`src/rtl/key_debounce.sv`:
```
// key_debounce
//
// Multi-channel push-button conditioner. Each raw key bit is synchronised
// (two flops), normalised so that 1 means "pressed", and debounced with a
// stable-count filter. Every channel then yields a clean level, one-cycle
// press/release pulses, and a one-shot long-press pulse.
//
// Parameters:
//   NUM_KEYS      number of independent channels
//   STABLE_CYCLES consecutive cycles a new value must hold to be accepted (>= 1)
//   LONG_CYCLES   cycles of continuous pressed level before key_long (0 = off)
//   ACTIVE_LOW    1: raw 0 is pressed; 0: raw 1 is pressed
//
// Ports:
//   CLOCK_50     system clock, rising edge
//   rst_n        synchronous active-low reset
//   key_in       raw asynchronous key inputs
//   key_level    debounced level, 1 = pressed
//   key_press    one-cycle pulse on key_level rising
//   key_release  one-cycle pulse on key_level falling
//   key_long     one-cycle pulse once per press after LONG_CYCLES held
module key_debounce #(
  parameter int unsigned NUM_KEYS      = 4,
  parameter int unsigned STABLE_CYCLES = 1000000,
  parameter int unsigned LONG_CYCLES   = 50000000,
  parameter int unsigned ACTIVE_LOW    = 1
) (
  input  logic                CLOCK_50,
  input  logic                rst_n,
  input  logic [NUM_KEYS-1:0] key_in,
  output logic [NUM_KEYS-1:0] key_level,
  output logic [NUM_KEYS-1:0] key_press,
  output logic [NUM_KEYS-1:0] key_release,
  output logic [NUM_KEYS-1:0] key_long
);

  // Counter widths, clamped to at least one bit so a disabled long-press
  // counter still has a legal declaration.
  localparam int DB_RAW_W = $clog2(STABLE_CYCLES + 1);
  localparam int LP_RAW_W = $clog2(LONG_CYCLES + 1);
  localparam int DBW      = (DB_RAW_W < 1) ? 1 : DB_RAW_W;
  localparam int LPW      = (LP_RAW_W < 1) ? 1 : LP_RAW_W;

  localparam bit            LONG_EN      = (LONG_CYCLES != 0);
  localparam logic          RELEASED_RAW = (ACTIVE_LOW != 0);
  localparam logic [DBW-1:0] DB_LAST     = DBW'(STABLE_CYCLES - 1);
  localparam logic [LPW-1:0] LP_LAST     = LPW'(LONG_EN ? LONG_CYCLES - 1 : 0);

  // Synchroniser, shared register for all channels. Reset loads the
  // "released" raw value so no phantom press is seen after reset.
  logic [NUM_KEYS-1:0] s1_q, s2_q;

  always_ff @(posedge CLOCK_50) begin
    if (!rst_n) begin
      s1_q <= {NUM_KEYS{RELEASED_RAW}};
      s2_q <= {NUM_KEYS{RELEASED_RAW}};
    end else begin
      s1_q <= key_in;
      s2_q <= s1_q;
    end
  end

  for (genvar k = 0; k < NUM_KEYS; k++) begin : g_chan
    logic           pressed;
    logic [DBW-1:0] db_cnt_q, db_cnt_d;
    logic           level_q, level_d;
    logic           press_q, press_d;
    logic           release_q, release_d;
    logic [LPW-1:0] lp_cnt_q, lp_cnt_d;
    logic           lp_done_q, lp_done_d;
    logic           long_q, long_d;

    // Normalised sample: 1 = pressed regardless of board polarity.
    assign pressed = s2_q[k] ^ RELEASED_RAW;

    // Debouncer: any agreement with the current level restarts the count,
    // so a bounce back never flips the level.
    always_comb begin
      db_cnt_d  = db_cnt_q;
      level_d   = level_q;
      press_d   = 1'b0;
      release_d = 1'b0;
      if (pressed == level_q) begin
        db_cnt_d = '0;
      end else if (db_cnt_q == DB_LAST) begin
        level_d   = pressed;
        db_cnt_d  = '0;
        press_d   = pressed;
        release_d = ~pressed;
      end else begin
        db_cnt_d = db_cnt_q + DBW'(1);
      end
    end

    // Long-press timer works on the registered level; lp_done latches after
    // the pulse so a key held forever fires only once.
    always_comb begin
      lp_cnt_d  = lp_cnt_q;
      lp_done_d = lp_done_q;
      long_d    = 1'b0;
      if (!LONG_EN || !level_q) begin
        lp_cnt_d  = '0;
        lp_done_d = 1'b0;
      end else if (!lp_done_q) begin
        if (lp_cnt_q == LP_LAST) begin
          long_d    = 1'b1;
          lp_done_d = 1'b1;
        end else begin
          lp_cnt_d = lp_cnt_q + LPW'(1);
        end
      end
    end

    always_ff @(posedge CLOCK_50) begin
      if (!rst_n) begin
        db_cnt_q  <= '0;
        level_q   <= 1'b0;
        press_q   <= 1'b0;
        release_q <= 1'b0;
        lp_cnt_q  <= '0;
        lp_done_q <= 1'b0;
        long_q    <= 1'b0;
      end else begin
        db_cnt_q  <= db_cnt_d;
        level_q   <= level_d;
        press_q   <= press_d;
        release_q <= release_d;
        lp_cnt_q  <= lp_cnt_d;
        lp_done_q <= lp_done_d;
        long_q    <= long_d;
      end
    end

    assign key_level[k]   = level_q;
    assign key_press[k]   = press_q;
    assign key_release[k] = release_q;
    assign key_long[k]    = long_q;

    // A flip is either up or down, never both.
    a_press_release_excl : assert property (@(posedge CLOCK_50) !(press_q && release_q));
  end

endmodule

```
`config.mk`:
```
export PLATFORM = sky130hd
export DESIGN_NAME = key_debounce
export DESIGN_NICKNAME = d
export VERILOG_FILES = /design/src/rtl/key_debounce.sv
export SDC_FILE = /design/constraint.sdc
export NUM_CORES = 1
export LEC_CHECK = 0
export CORE_AREA = 2 2 121 169
export CTS_CLUSTER_SIZE = 8
export DETAILED_ROUTE_END_ITERATION = 16
export DIE_AREA = 0 0 123 171
export GPL_TIMING_DRIVEN = 1
export PLACE_DENSITY_LB_ADDON = 0.15
export SKIP_CTS_REPAIR_TIMING = 1
export SLEW_MARGIN = 20
export SYNTH_ARGS = -nofsm -noshare
export SYNTH_HDL_FRONTEND = slang
export SYNTH_SLANG_ARGS = --single-unit
```
`constraint.sdc`:
```
create_clock -name CLOCK_50 -period 5.4 [get_ports CLOCK_50]
set_input_delay 0.81 -clock CLOCK_50 [delete_from_list [all_inputs] [get_ports CLOCK_50]]
set_output_delay 0.81 -clock CLOCK_50 [all_outputs]
set_load 0.02 [all_outputs]
```
==> results by group <==
Status
  – Status: finished clean

Clock tree
  – CTS Buffer Depth: 3
  – Total clock buffers created by CTS: 30
  – CTS tree: done
  – Htree depth: 1
  – Root Buffer: clkbuf_16
  – Sink Count: 212
  – Clock Pin Slew Worst Setup and Hold Paths: 50 ps
  – Insertion delay to the later sink of the worst-skew pair: 540 ps

Detailed routing
  – Vias per cell: between 5 and 6
  – Number of nets still failing antenna checks after routing: 0
  – Number of DRC markers in iteration 0: between 300 and 400
  – DRC Markers: 0
  – TritonRoute pass-1 iters: 6
  – Average wire per standard cell: ~13 um
  – Final wirelength: around 18 mm
  – DR vias: approximately 7,200

Synth
  – Post-synth top cells: 212 x dfxtp_1, 187 x nor2_1, 90 x xor2_1
  – Top cells by area, synth: dfxtp_1 45%, xor2_1 8.4%, nor2_1 7.5%
  – Post-Synth XOR/XNOR Area: 0.141
  – Adder-cell share of the synthesized area: 0.0106
  – Syn nets: roughly 1,100
  – Synth area leader: dfxtp_1
  – Post-Syn Area: 9400 um2
  – Largest family of logic cells by synthesized area: simple AND/OR/NAND/NOR gates
  – Most common flop cell mapped by yosys: dfxtp_1
  – Synth async-reset ratio: 0
  – Synth Area in Simple Gates: 0.310
  – Post-synthesis mux area share: 0.00532
  – Synthesized flop and latch total: approximately 210
  – Number of flops mapped to enable cells by yosys: 0
  – Top-area cell type share of the netlist area: 0.451
  – Syn Area/Cell: roughly 8.7 um2
  – Synth Area in Compound Gates: 0.0491
  – Syn Inst Count: roughly 1,100
  – Most common cell in the synthesized netlist: dfxtp_1
  – Yosys warnings: 0
  – Sequential-to-total area share from yosys stat: 0.451
  – Cell variety after synth: 55

GRT
  – Number of global-route vias before repair: ~7,000
  – First-pass GRT wire length: ~31 mm
  – Overall routing resource usage: 0.176
  – Initial antenna violation count: 0
  – Largest net degree at the start of global routing: 29
  – Total gr overflow: 0

Pwr
  – Clock power frac: 0.507
  – Psw: roughly 0.63 mW
  – Combinational power share: 0.006
  – Overall power: around 3.2 mW
  – Sequential share of power: 0.488
  – PwrDens: around 300 nW/um2
  – Net Sw Frac: 0.197
  – Leak: 3.34 nW
  – Worst VDD drop: 0.233 mV
  – P_int: between 2 and 3 mW

Cells and area
  – Share of cells above drive strength 1: 0.0442
  – Fillers: ~1,800
  – Ant. Diodes: 0
  – Largest register FFs: around 100
  – Biggest register: g_chan.lp_cnt_q
  – Non-Filler Instances: 1,338
  – Layout area overhead: 11.8%
  – Top flop regs: g_chan.lp_cnt_q x104, g_chan.db_cnt_q x80
  – Finished Core Util: 0.534
  – Post-Layout Inst Area: around 11,000 um2
  – Fin nets: between 1,000 and 1,500

Critical path
  – Cells on worst reg2reg path: 5
  – Reg-to-Reg Start: g_chan[2].db_cnt_q[0]
  – Cell Chain, Critical Path: clkdlybuf4s50_1 > nand2_1 > or4_1 > nand2_1
  – Register-to-register setup slack: 3000 ps
  – Worst setup path startpoint: rst_n
  – Slowest cell delay on critical path: roughly 940 ps
  – Cell mode on critical path: nand2_1
  – Critical Path AT: between 3000 and 4000 ps
  – Worst R2R End: g_chan[2].db_cnt_q[10]
  – Worst path slowest cell: clkdlybuf4s50_1
  – CP Data Required Time: about 5900 ps
  – Worst setup path endpoint: g_chan[2].lp_cnt_q[18]
  – Startpoint types: primary input
  – Crit-path max FO: 26
  – Crit. End Element: register
  – CP Class: in -> reg

Floorplan
  – Initial core utilization: 0.477
  – Die H: ~170 um
  – Die W: roughly 120 um
  – Core Area: just under 20,000 um2
  – Die area: between 20,000 and 25,000 um2
  – Rows: 61
  – I/O Pins: 22

Place
  – Post-DP HPWL: roughly 12 mm
  – Post-place instance area: 9710 um2
  – PortBufs: 21
  – Placer Congestion: ~0.79
  – Dpl cells: ~1,300
  – Setup WS pre-CTS: roughly 2000 ps

Timing
  – Max-slew violation count: 0
  – RSZ-0062 raised after global routing: no
  – Layout Skew: 10.5 ps
  – Slew margin rel.: 0.390
  – Final period util: 0.514
  – Min Clock Period, post-route: around 2800 ps
  – WHS: between 400 and 500 ps
  – Setup ws final: approximately 2600 ps
  – Setup_tns: 0 ps
  – Setup-failing EPs final: 0
  – Final Hold Viols: 0
  – Worst-Margin Slew: about 910 ps
  – Max Clk Rate: ~360 MHz

Hold path
  – Hold wc startpoint: s1_q[0]
  – HP Class: reg -> reg

Job
  – Max Cap Violations: 0
area by class of cell:
class	count	area, um2	share of cell area
Clock buffer	30	751	0.0714
Tap cell	252	315	0.0300
Timing Repair Buffer	23	225	0.0214
Multi-Input combinational cell	797	4850	0.461
Clock inverter	2	46.3	0.00440
Sequential cell	212	4240	0.404
Inverter	22	82.6	0.00786
kinds of logic (layout without fill, tap and decap cells):
kind of cell    Yosys count  in the layout
compound gates           71             71
xor+xnor                151            151
fa+ha+maj                 8              8
buf+inv                  66             77
flops                   212            212
mux                       5              5
simple gates            562            562
worst min path at each step:
stage | end | slack (ps) | cells after the start
after floorplan | s2_q[0] | 390 | 1
after global placement | s2_q[3] | 390 | 1
after detailed placement | s2_q[0] | 400 | 1
after CTS | s2_q[0] | 410 | 1
after global routing | s2_q[0] | 430 | 1
final | s2_q[0] | 400 | 1
routing by layer:
layer  global-route usage  wire length (um)  vias to the layer above
li1                     -                 -                     3715
met1                0.216              8010                     3339
met2                0.304              8530                       90
met3               0.0337               741                       41
met4               0.0642               449                        0
met5                    0                 0                        -
worst max-delay path: cells and delay by family:
kind,cells,cell delay (ps)
buffers and inverters,1,940
AND/OR/NAND/NOR,3,1490
power groups by stage:
stage	registers (mW)	logic (mW)	clock network [mW]
floorplan	1.60	0.0109	0
detailed placement	1.60	0.0182	0
CTS	1.57	0.0183	1.69
finish	1.57	0.0179	1.63
global route	1.57	0.0203	1.76
global placement	1.60	0.0182	0
layout by cell type (no fill, tap or decap), drive strengths merged, types with 10 or more instances in the layout:
cell type | Yosys | routed
o21ai | 20 | 20
clkdlybuf4s50 | 0 | 21
nor3 | 24 | 24
a21oi | 26 | 26
dfxtp | 212 | 212
nor2 | 187 | 187
and4 | 21 | 21
nand3 | 72 | 72
inv | 22 | 22
nand4 | 44 | 44
nand2 | 80 | 80
or4 | 11 | 11
xor2 | 90 | 90
xnor2 | 61 | 61
and3 | 21 | 21
nor4 | 27 | 27
nand2b | 13 | 13
and2 | 10 | 10
clkbuf | 26 | 30
or3 | 15 | 15
No activity file was read; power rests on OpenSTA's default activity.
